--- config.mk ---
export PLATFORM = sky130hd
export DESIGN_NAME = flash_word_unpacker
export DESIGN_NICKNAME = d
export VERILOG_FILES = /design/src/rtl/flash_capture_pkg.sv /design/src/rtl/flash_word_fifo.sv /design/src/rtl/flash_word_unpacker.sv
export SDC_FILE = /design/constraint.sdc
export NUM_CORES = 1
export LEC_CHECK = 0
export CAP_MARGIN = 20
export CORE_ASPECT_RATIO = 1.2
export CORE_MARGIN = 2
export CORE_UTILIZATION = 50
export CTS_CLUSTER_SIZE = 25
export DETAILED_ROUTE_END_ITERATION = 8
export PLACE_DENSITY = 0.73
export RECOVER_POWER = 100
export SLEW_MARGIN = 15
export SYNTH_ARGS = -nofsm -noshare
export SYNTH_HDL_FRONTEND = slang
export SYNTH_HIERARCHICAL = 1
export SYNTH_SLANG_ARGS = --single-unit
--- constraint.sdc ---
create_clock -name clock -period 2.3 [get_ports clock]
set_input_delay 0.46 -clock clock [delete_from_list [all_inputs] [get_ports clock]]
set_output_delay 0.46 -clock clock [all_outputs]
set_load 0.005 [all_outputs]
--- src/rtl/flash_capture_pkg.sv ---
// Shared definitions for the flash capture path.
//   lane_order_t : order in which the lanes of one flash word are presented
//   lane_select  : maps a sequence position to a physical lane number
package flash_capture_pkg;

    typedef enum logic {
        LANE_LOW_FIRST,
        LANE_HIGH_FIRST
    } lane_order_t;

    // Physical lane for sequence position cnt (0 .. lanes-1) under the given
    // order. The flash write path uses the same mapping, which keeps the two
    // directions consistent.
    function automatic int unsigned lane_select(
        input lane_order_t order,
        input int unsigned cnt,
        input int unsigned lanes
    );
        return (order == LANE_HIGH_FIRST) ? (lanes - 1 - cnt) : cnt;
    endfunction

endpackage

--- src/rtl/flash_word_fifo.sv ---
// Word buffer for the flash capture path. DEPTH need not be a power of two.
//   clock, reset_n : single clock, asynchronous active-low reset
//   push, wr_data  : store wr_data at the tail (caller guarantees space or
//                    a simultaneous pop)
//   pop            : discard the head word (caller guarantees non-empty)
//   flush          : synchronous empty, takes priority over push/pop
//   head           : word at the head
//   level, full    : words held, level == DEPTH
module flash_word_fifo #(
    parameter int unsigned W     = 32,
    parameter int unsigned DEPTH = 4
) (
    input  logic                         clock,
    input  logic                         reset_n,
    input  logic                         push,
    input  logic                         pop,
    input  logic                         flush,
    input  logic [W-1:0]                 wr_data,
    output logic [W-1:0]                 head,
    output logic [$clog2(DEPTH+1)-1:0]   level,
    output logic                         full
);

    localparam int unsigned PW  = (DEPTH > 1) ? $clog2(DEPTH) : 1;
    localparam int unsigned LVW = $clog2(DEPTH + 1);

    logic [W-1:0]  mem [DEPTH];
    logic [PW-1:0] wr_ptr;
    logic [PW-1:0] rd_ptr;

    function automatic logic [PW-1:0] next_ptr(input logic [PW-1:0] p);
        return (p == PW'(DEPTH - 1)) ? '0 : p + 1'b1;
    endfunction

    always_ff @(posedge clock or negedge reset_n) begin
        if (!reset_n) begin
            for (int unsigned i = 0; i < DEPTH; i++) begin
                mem[i] <= '0;
            end
            wr_ptr <= '0;
            rd_ptr <= '0;
            level  <= '0;
        end else if (flush) begin
            wr_ptr <= '0;
            rd_ptr <= '0;
            level  <= '0;
        end else begin
            if (push) begin
                mem[wr_ptr] <= wr_data;
                wr_ptr      <= next_ptr(wr_ptr);
            end
            if (pop) begin
                rd_ptr <= next_ptr(rd_ptr);
            end
            if (push && !pop) begin
                level <= level + 1'b1;
            end else if (pop && !push) begin
                level <= level - 1'b1;
            end
        end
    end

    always_comb begin
        head = mem[rd_ptr];
        full = (level == LVW'(DEPTH));
    end

endmodule

--- src/rtl/flash_word_unpacker.sv ---
// Captures full flash read words and presents each one as LANES lanes of
// N/LANES bits over a valid/ready handshake, in a per-word selectable order.
//   clock, reset_n : single clock, asynchronous active-low reset
//   read_data      : flash word, qualified by the one-cycle data_valid strobe
//   clear          : synchronous flush of buffer, lane counter and overflow
//   lane_order     : 0 = lane 0 first, 1 = top lane first (sampled per word)
//   out_ready      : consumer accepts the current lane
//   out_data       : current lane of the head word, valid with out_valid
//   lane_index     : physical lane number being presented
//   last_lane      : current lane is the final one of its word
//   in_ready       : buffer has room
//   level          : words held
//   overflow       : sticky, a word arrived with no room and was dropped
module flash_word_unpacker
    import flash_capture_pkg::*;
#(
    parameter int unsigned N     = 32,
    parameter int unsigned LANES = 2,
    parameter int unsigned DEPTH = 4
) (
    input  logic                         clock,
    input  logic                         reset_n,
    input  logic [N-1:0]                 read_data,
    input  logic                         data_valid,
    input  logic                         clear,
    input  logic                         lane_order,
    input  logic                         out_ready,
    output logic [N/LANES-1:0]           out_data,
    output logic                         out_valid,
    output logic [$clog2(LANES)-1:0]     lane_index,
    output logic                         last_lane,
    output logic                         in_ready,
    output logic [$clog2(DEPTH+1)-1:0]   level,
    output logic                         overflow
);

    localparam int unsigned LW = N / LANES;
    localparam int unsigned CW = $clog2(LANES);
    localparam logic [CW-1:0] LAST_CNT = CW'(LANES - 1);

    logic [N-1:0]  head;
    logic          full;
    logic [CW-1:0] lane_cnt;
    lane_order_t   order_q;
    lane_order_t   eff_order;
    logic          accept;
    logic          pop;
    logic          push;
    logic          drop;
    int unsigned   phys;

    flash_word_fifo #(
        .W     (N),
        .DEPTH (DEPTH)
    ) u_fifo (
        .clock   (clock),
        .reset_n (reset_n),
        .push    (push),
        .pop     (pop && !clear),
        .flush   (clear),
        .wr_data (read_data),
        .head    (head),
        .level   (level),
        .full    (full)
    );

    always_comb begin
        out_valid = (level != '0);
        in_ready  = !full;
        accept    = out_valid && out_ready;
        pop       = accept && (lane_cnt == LAST_CNT);
        // A full buffer still takes a word when the head leaves this cycle.
        push      = data_valid && !clear && (!full || pop);
        drop      = data_valid && !clear && full && !pop;
        // Order is sampled on the first lane, then held for the rest of the word.
        eff_order = (lane_cnt == '0) ? lane_order_t'(lane_order) : order_q;
        phys      = lane_select(eff_order, 32'(lane_cnt), LANES);
        out_data  = '0;
        for (int unsigned i = 0; i < LANES; i++) begin
            if (phys == i) begin
                out_data = head[i*LW +: LW];
            end
        end
        lane_index = CW'(phys);
        last_lane  = out_valid && (lane_cnt == LAST_CNT);
    end

    always_ff @(posedge clock or negedge reset_n) begin
        if (!reset_n) begin
            lane_cnt <= '0;
            order_q  <= LANE_LOW_FIRST;
            overflow <= 1'b0;
        end else begin
            order_q <= eff_order;
            if (clear) begin
                lane_cnt <= '0;
                overflow <= 1'b0;
            end else begin
                if (accept) begin
                    lane_cnt <= pop ? '0 : lane_cnt + 1'b1;
                end
                if (drop) begin
                    overflow <= 1'b1;
                end
            end
        end
    end

endmodule
==> Word level (Yosys, flattened, before mapping) <==
Index checks and enable logic that the tools add are counted.
{ "op_classes": {"n_addsub": 6, "magnitude_cmp": 3, "eq_ne": 4, "mux": 24, "bitwise_logic": 3, "reduce_logical": 25} }
{ "op_table": {"columns": ["operator", "n"], "rows": [
  ["$bwmux W128", 1],
  ["$mux W32", 4],
  ["$bmux W32 S2", 1],
  ["$demux W32 S2", 1],
  ["$eq A32 B1 Y1 const B", 1],
  ["$logic_not A32 Y1", 1],
  ["$mux W16", 2],
  ["$mux W2", 6],
  ["$logic_and A1 B1 Y1", 11],
  ["$mux W3", 3],
  ["$reduce_bool A2 Y1", 4],
  ["$ge A3 B3 Y1 const B", 2],
  ["$mux W1", 6],
  ["$not A2 Y3", 2],
  ["$reduce_bool A3 Y1", 2],
  ["$logic_not A1 Y1", 5],
  ["$add A2 B1 Y2 const B", 2],
  ["$eq A2 B2 Y1 const B", 2],
  ["$add A3 B1 Y3 const B", 1],
  ["$eq A3 B3 Y1 const B", 1],
  ["$lt A3 B1 Y1 const B", 1],
  ["$sub A3 B1 Y3 const B", 1],
  ["$reduce_and A2 Y1", 1],
  ["$sub A1 B1 Y2 const A", 1],
  ["other kinds (3)", 3]
]} }
{ "word_totals": {"reg_bits": 138, "inputBits": 38, "output_inout_bits": 24, "elab_cells": 75} }

==> Logic depth before layout (Yosys ltp) <==
Gate-level depths: netlist (run 1).
{ "depth": {"word_depth": 10, "depth_mapped": 10} }

==> Modules after synthesis <==
The synthesis (run 1) kept the hierarchy.
{ "modules_own_cells": {"columns": ["mod", "instances", "cells_each", "area_per_inst_um2", "seq_area_each_um2"], "rows": [
  ["flash_word_fifo", 1, 353, 5970.7, 3378.2],
  ["flash_word_unpacker", 1, 39, 412.9, 75.1]
]} }

==> Worst setup path before layout (run 1) <==
Ideal clock, no wire load.
{ "synth_timing": {"path_type": "flip-flop to flip-flop", "start": "reg u_fifo.level[1]", "end": "reg u_fifo.level[2]", "arrival_time_ns": 2.010, "required_time_ns": 2.212, "setup_slack_ns": 0.202, "stages_incl_launch_ff": 10, "period_less_slack_ns": 2.098, "cell_sequence": "dfrtp_1 nor3_1 o21ai_0 nor2b_1 inv_1 nor2_1 fa_1 and3b_2 o21ai_0 nor3b_1"} }
{ "synth_via": {"elab_chain_len": 8} }
{ "synth_lines": {"columns": ["element", "line", "text"], "rows": [
  ["start: declaration", "flash_word_fifo.sv:20", "output logic [$clog2(DEPTH+1)-1:0] level,"],
  ["start signal: assignment", "flash_word_fifo.sv:56", "level <= level + 1'b1;"],
  ["start signal: assignment", "flash_word_fifo.sv:58", "level <= level - 1'b1;"],
  ["$reduce_bool A3 Y1", "flash_word_unpacker.sv:68", "out_valid = (level != '0);"],
  ["$logic_and A1 B1 Y1", "flash_word_unpacker.sv:70", "accept = out_valid && out_ready;"],
  ["$logic_and A1 B1 Y1", "flash_word_unpacker.sv:71", "pop = accept && (lane_cnt == LAST_CNT);"],
  ["$logic_or A1 B1 Y1 *", "flash_word_unpacker.sv:73", "push = data_valid && !clear && (!full || pop);"],
  ["$logic_and A1 B1 Y1 *", "flash_word_unpacker.sv:73", null],
  ["named net push", "flash_word_unpacker.sv:48", "logic push;"],
  ["$logic_and A1 B1 Y1 or $logic_not A1 Y1 (tied branches)", "flash_word_fifo.sv:55, flash_word_fifo.sv:57", null],
  ["$mux W3 or $logic_and A1 B1 Y1 (tied branches)", "flash_word_fifo.sv:55, flash_word_fifo.sv:57", null],
  ["$mux W3 or $reduce_bool A3 Y1 (tied branches)", null, null]
]} }
The timed path passes the listed nets; every way through them passes the cells marked *. The select of a mux whose other input is x is not followed.
A chain may end at the register's enable or synchronous reset.

==> Worst setup path in the final report (run 1) <==
{ "layout_timing": {"start": "reg u_fifo.rd_ptr[0]", "end": "out out_data[14]"} }
{ "layout_lines": {"columns": ["element", "line", "text"], "rows": [
  ["start: declaration", "flash_word_fifo.sv:29", "logic [PW-1:0] rd_ptr;"],
  ["start signal: assignment", "flash_word_fifo.sv:53", "rd_ptr <= next_ptr(rd_ptr);"],
  ["$not A2 Y3 (not written as such)", "flash_word_fifo.sv:64", "head = mem[rd_ptr];"],
  ["$bmux W32 S2", "flash_word_fifo.sv:64", null],
  ["$mux W32 (not written as such) (2 in series)", "flash_word_fifo.sv:64", null],
  ["named net head[30]", "flash_word_unpacker.sv:41", "logic [N-1:0] head;"],
  ["$mux W16", "flash_word_unpacker.sv:80", "if (phys == i) begin"],
  ["end: declaration", "flash_word_unpacker.sv:28", "output logic [N/LANES-1:0] out_data,"]
]} }
The timed path passes the listed nets, and every way through them passes these cells. The select of a mux whose other input is x is not followed.

==> results of run 1 <==
## worst min-delay path by stage
stage               slack (ns)           start              end  depth (start not counted)
finish                    0.50  u_fifo/mem[57]   u_fifo/mem[57]                          1
global route              0.51  u_fifo/mem[56]   u_fifo/mem[56]                          1
CTS                       0.50  u_fifo/mem[42]   u_fifo/mem[42]                          1
detailed placement        0.43         reset_n  u_fifo/level[0]                          1
global placement          0.43         reset_n  u_fifo/level[1]                          1
floorplan                 0.16         reset_n         lane_cnt                          0
## cells in the final DEF (no fill, tap or decap), types with 4 or more instances in the layout
cell type and count:
nand2_1 6, buf_12 13, clkdlybuf4s50_1 39, mux2_2 128, nor2_1 8, clkbuf_1 4
clkbuf_16 17, clkinv_2 5, mux4_2 32, inv_1 10, buf_6 23, clkbuf_8 4
dlygate4sd3_1 6, ha_1 4, dfrtp_1 135, mux2_4 16, buf_4 12
## repair_timing
action                                 4_1_cts  5_1_grt
resized for setup                           96       16
pin swaps                                    0        1
cloned                                       2        1
setup endpoints to repair                   16       21
setup buffers                               15        2
hold buffers                                 1        0
endpoints found under the hold margin       11        0
## sequential cells by signal, indices dropped and copies added (netlist names)
signal and count:
lane_cnt 1, u_fifo/rd_ptr 2, u_fifo/mem 128, overflow 1, u_fifo/level 3, order_q 1
u_fifo/wr_ptr 2
## metal layers
| metal | part of all wire | wire, um | track usage | up-vias |
|---|---|---|---|---|
| li1 | - | - | - | 1644 |
| met1 | 0.41 | 5630 | 0.267 | 1962 |
| met2 | 0.53 | 7240 | 0.372 | 76 |
| met3 | 0.034 | 461 | 0.0534 | 21 |
| met4 | 0.021 | 289 | 0.0833 | 0 |
| met5 | 0 | 0 | 0 | - |
## final cells by class
type,instances,share of cell area
inverters,10,0.00458
well taps,164,0.0250
multi-input cells,222,0.334
clock buffers,24,0.0600
clock inverters,8,0.0140
repair buffers,102,0.141
flip-flops and latches,138,0.422
## worst max-delay path, delay by kind of cell, from the launching register on
kind     cells  cell delay (ns)
buf+inv      4             0.46
flops        1             0.43
mux          2             0.80
## Yosys cell counts, drive strengths merged
cell / n
a21oi: 1
and3: 1
o21ai: 4
nor2: 8
xor2: 3
mux4: 32
mux2i: 1
xnor2: 2
inv: 10
a211oi: 1
nor3b: 3
buf: 18
nor3: 2
dfrtp: 138
fa: 1
nand2: 7
mux2: 144
ha: 4
nor2b: 3
o22ai: 1
nand2b: 1
o31ai: 1
and3b: 2
clkbuf: 4
## per-stage QoR
step                      cell area, sq um  setup slack [ns]  total power, W
after floorplan                       6380             0.202         0.00381
after global placement                7290            -0.262         0.00433
after detailed placement              7290            -0.261         0.00440
after CTS                             8210            -0.311         0.00728
after global routing                  8200            -0.319         0.00756
final                                 8200            -0.261         0.00724
## cells by family after synthesis
family                     after synthesis
muxes                                  177
DFF                                    138
buffers and inverters                   32
and+or+nand+nor                         27
AOI/OAI and AO/OA                        8
xor gates and xnor gates                 5
adders and majority gates                5
## power breakdown
part / leakage (nW) / internal (W) / switching (W)
combinational: 1.67 / 0.000947 / 0.000483
clock: 0.304 / 0.00181 / 0.000966
sequential: 1.80 / 0.00283 / 0.000204
total: 3.78 / 0.00559 / 0.00165
==> reports/metrics.cfg, run 1 <==
[global_routing]
grt-ovfl-total = 0
antenna_found_initial = 0
grt_max_degree = 65
grt_pass1_vias = 4075
grt_first_pass_wirelength_um = 22000
grt_use_total = 0.218

[layout]
stdcell_count = 668
fillers = 869
fin_util = 0.653
seq_area_sq_mm = 0.00346
final_layout_size_suffix_gt1_frac = 0.534
num_antenna_cells = 0
multiInputGateArea_sq_mm = 0.00274
layout.nets = 534
syn2layout_area_growth_pct = 28.4

[setup_path]
cp.arrival_ns = 2.10
cp_slowest_cell = mux4_2
cp-endpoint = out_data[14]
required_ns = 1.84
worstPathCellList = buf_12 -> buf_12 -> buf_6 -> mux4_2 -> mux2_4 -> buf_6
critPathMaxStageDelay_ns = 0.50
crit_path_end_kind = primary output
crit_path_start_kind = flop
crit_fanout = 6
critical_path.startpoint = u_fifo/rd_ptr[0]
worstReg2RegStart = u_fifo/level[0]
worstSetupPathType = flop to primary output
r2r_cells = 9
r2r_end = u_fifo/level[2]
rrSetupSlack_ns = 0.10

[die]
start_util = 0.508
die_height_um = 128
ios = 62
coreArea_sq_mm = 0.0126
die-area_sq_mm = 0.0137
die_w_um = 107
rows = 45

[logic_synthesis]
syn_area_per_cell_sq_um = 16.3
synthesis.area_sq_mm = 0.00638
ys_ff_latch = 138
synth_area_leaders = dfrtp_1 54%, mux2_2 24%, mux4_2 11%
synth_top_family_by_area = multiplexers
synth.distinct_cells = 31
yosys_warnings = 6
synth_area_leader_cell = dfrtp_1
synth_xor_xnor_area_share = 0.00686
synth-compound-area-share = 0.00784
synthCells = 392
yosysTopAreaCellShare = 0.541
ys_seq_area_frac = 0.541
yosys.area_share.simple = 0.0229
synth.area.mux_share = 0.374
synth_fp_nets = 435
yosys.area_share.adder = 0.0110

[place]
dpl.hpwl_um = 8160
place_inst = 617
gp_congestion = 0.734
portBuffers = 61

[route]
wl_per_cell_um = 20.4
dr.first_iter.drc_count = 121
viasPerCell = 5.54
first_pass_iters = 4
dr_total_vias = 3703
ant_nets = 0
wirelength_um = 13600
post-route-drc-count = 0

[power_and_ir_drop]
power.density_mw_per_mm2 = 884
p_leak_nw = 3.78
peakVddDrop_mv = 0.587

[clock_network]
cts_tree = built
clock_latency_ns = 0.41
cts_buffers = 17
clkSlewWorstSetupHoldPaths_ns = 0.05
cts.sinks = 138
root_buffer = clkbuf_16
clk_path_buf_depth = 2
htree_levels = 4

[timing]
period_share = 1.11
finClkSkew_ns = 0.0107
setup_viol = 17
fin_ws_ns = -0.261
whs_ns = 0.499
hold_viol = 0
tns_ns = -3.48
period_minus_slack_ns = 2.56
drv_slew = 0
clock.fmax_ghz = 0.391
rsz0062_at_grt = true
max_slew_margin = 0.464
max_slew.worst_pin.slew_ns = 0.804

[flow_run]
drv_cap = 0

[status]
violations = setup timing
status = complete, but fails checks

[hold_path]
worstHoldPathType = flop to flop

Note: power is estimated with default switching activity, not from simulation.
==> run 2: changes to the inputs <==
==> constraint.sdc (replaced) <==
create_clock -name clock -period 2.3 [get_ports clock]
set_input_delay 0.46 -clock clock [delete_from_list [all_inputs] [get_ports clock]]
set_output_delay 0.46 -clock clock [all_outputs]
set_load 0.02 [all_outputs]
==> run 2 against run 1 <==
Net effect:
- the flow still finishes with violations (setup timing)
- worst setup slack improved by 0.084 ns
- global-route usage decreased by 0.59 points
- wire length decreased by 3.3%
- power increased by 1.0%
- sequential power about the same
- design area decreased by 1.6%
- final cell count decreased by 0.90%
- combinational power increased by 8%
- die area unchanged
- utilization decreased by 1.1 points
==> reports/metrics.cfg, run 2 (synthesized netlist as in run 1, its figures left out) <==
[status]
status = complete, but fails checks  ; unchanged
violations = setup timing  ; unchanged

[setup_path]
cpMostUsedCell = buf_12
cp.arrival_ns = 2.02  ; was 2.10 ns
required_ns = 1.84  ; about the same
r2r_end = u_fifo/level[2]  ; unchanged
worstSetupPathType = flop to primary output  ; unchanged
worstPathCellList = buf_12 -> buf_12 -> mux4_2 -> mux2_4 -> buf_2  ; was buf_12 -> buf_12 -> buf_6 -> mux4_2 -> mux2_4 -> buf_6
cp_slowest_cell = mux4_2  ; unchanged
crit_fanout = 6  ; unchanged
crit_path_start_kind = flop  ; unchanged
crit_path_end_kind = primary output  ; unchanged
worstReg2RegStart = u_fifo/level[0]  ; unchanged
rrSetupSlack_ns = 0.12  ; was 0.10 ns
r2r_cells = 9  ; unchanged
critPathMaxStageDelay_ns = 0.53  ; was 0.50 ns

[timing]
drv_slew = 0  ; unchanged
period_minus_slack_ns = 2.48  ; was 2.56 ns
max_slew_margin = 0.198  ; was 0.464
tns_ns = -2.62  ; was -3.48 ns
whs_ns = 0.499  ; about the same
fin_ws_ns = -0.177  ; was -0.261 ns
period_share = 1.08  ; was 1.11
setup_viol = 17  ; unchanged
rsz0062_at_grt = true  ; unchanged
clock.fmax_ghz = 0.404  ; was 0.391 GHz
hold_viol = 0  ; unchanged
max_slew.worst_pin.slew_ns = 1.20  ; was 0.804 ns
finClkSkew_ns = 0.00736  ; was 0.0107 ns

[layout]
mostFrequentLayoutCell = dfrtp_1  ; unchanged
layout.nets = 529  ; was 534
syn2layout_area_growth_pct = 26.3  ; was 28.4%
final_cell_mix = 137 x dfrtp_1, 129 x mux2_2, 37 x clkdlybuf4s50_1, 32 x mux4_2, 17 x clkbuf_16  ; was 135 x dfrtp_1, 128 x mux2_2, 39 x clkdlybuf4s50_1, 32 x mux4_2, 23 x buf_6
final_layout_size_suffix_gt1_frac = 0.522  ; was 0.534
largest_reg_flops = 128  ; unchanged
final_area_sq_mm = 0.00806  ; was 0.00820 sq mm
num_antenna_cells = 0  ; unchanged
top_register = u_fifo/mem  ; unchanged
reg_top3 = u_fifo/mem (128), u_fifo/level (3)  ; unchanged

[hold_path]
worstHoldPathType = flop to flop  ; unchanged
min_to = u_fifo/mem[58]  ; was u_fifo/mem[57]
min_path_cells = 1  ; unchanged
hold_start = u_fifo/mem[58]  ; was u_fifo/mem[57]

[clock_network]
clk_path_buf_depth = 2  ; unchanged
cts_buffers = 17  ; unchanged
clock_latency_ns = 0.41  ; about the same
root_buffer = clkbuf_16  ; unchanged
htree_levels = 4  ; unchanged
cts_tree = built  ; unchanged
cts.sinks = 138  ; unchanged
clkSlewWorstSetupHoldPaths_ns = 0.06  ; was 0.05 ns

[global_routing]
grt_pass1_vias = 4006  ; was 4075
grt_use_total = 0.212  ; was 0.218
grt-ovfl-total = 0  ; unchanged
grt_max_degree = 56  ; was 65
antenna_found_initial = 0  ; unchanged
grt_first_pass_wirelength_um = 21500  ; was 22000 um

[die]
coreArea_sq_mm = 0.0126  ; unchanged
die_height_um = 128  ; unchanged
die-area_sq_mm = 0.0137  ; unchanged
rows = 45  ; unchanged
die_w_um = 107  ; unchanged
start_util = 0.508  ; unchanged
ios = 62  ; unchanged

[place]
placed_area_sq_mm = 0.00732  ; was 0.00729 sq mm
gp_congestion = 0.761  ; was 0.734
dpl.hpwl_um = 8180  ; was 8160 um
portBuffers = 61  ; unchanged

[route]
wl_per_cell_um = 19.9  ; was 20.4 um
dr_total_vias = 3650  ; was 3703
viasPerCell = 5.51  ; was 5.54
post-route-drc-count = 0  ; unchanged
ant_nets = 0  ; unchanged
wirelength_um = 13200  ; was 13600 um
first_pass_iters = 4  ; unchanged
dr.first_iter.drc_count = 134  ; was 121

[power_and_ir_drop]
p_leak_nw = 3.71  ; was 3.78 nW
peakVddDrop_mv = 0.516  ; was 0.587 mV
total_power_w = 0.00731  ; was 0.00724 W
power.density_mw_per_mm2 = 907  ; was 884 mW/mm^2

[flow_run]
drv_cap = 0  ; unchanged

[run 2: cell type report]
type | count | area [sq um]
multi-input cells | 222 | 2720
fillers | 892 | 4490
flip-flops and latches | 138 | 3450
clock buffers | 24 | 482
well taps | 164 | 205
inverters | 10 | 37.5
clock inverters | 7 | 115
repair buffers | 97 | 1040
[run 2: metal layers]
metal | global-route usage | routed length (um) | vias up
li1 | - | - | 1632
met1 | 0.270 | 5580 | 1930
met2 | 0.350 | 6750 | 64
met3 | 0.0508 | 505 | 24
met4 | 0.0833 | 332 | 0
met5 | 0 | 0 | -
[run 2: worst max-delay path by stage]
stage,start,end,slack [ns],cells past startpoint
after floorplan,u_fifo/level[1],u_fifo/level[2],0.07,9
after global placement,lane_order,out_data[8],-0.35,5
after detailed placement,lane_order,out_data[12],-0.40,5
after CTS,u_fifo/rd_ptr[0],out_data[14],-0.22,5
after global routing,u_fifo/rd_ptr[0],out_data[5],-0.23,5
final,u_fifo/rd_ptr[0],out_data[5],-0.18,5
[run 2: power by group]
part           internal, W  leakage, nW  total (W)  switching [W]
Sequential         0.00283         1.80    0.00303       0.000202
Clock              0.00178        0.286    0.00274       0.000960
Combinational     0.000943         1.62    0.00154       0.000598
Total              0.00556         3.71    0.00731        0.00176
[run 2: stage by stage]
stage                      util  setup WS (ns)  instances
after floorplan               -         0.0665        392
after global placement    0.583         -0.352        621
after detailed placement  0.583         -0.400        621
after CTS                 0.645         -0.224        662
after global routing      0.642         -0.228        662
final                     0.642         -0.177        662
[run 2: worst max-delay path: cells and delay by family, from the launching register on]
kind | cells | cell delay, ns
buffers and inverters | 3 | 0.43
flip-flops | 1 | 0.38
multiplexers | 2 | 0.80
[run 2: timing repair]
item	CTS	global route
setup endpoints to repair	17	20
resized for setup	99	12
endpoints found under the hold margin	42	0
hold buffers	1	0
buffers inserted	8	1
gates cloned	2	0
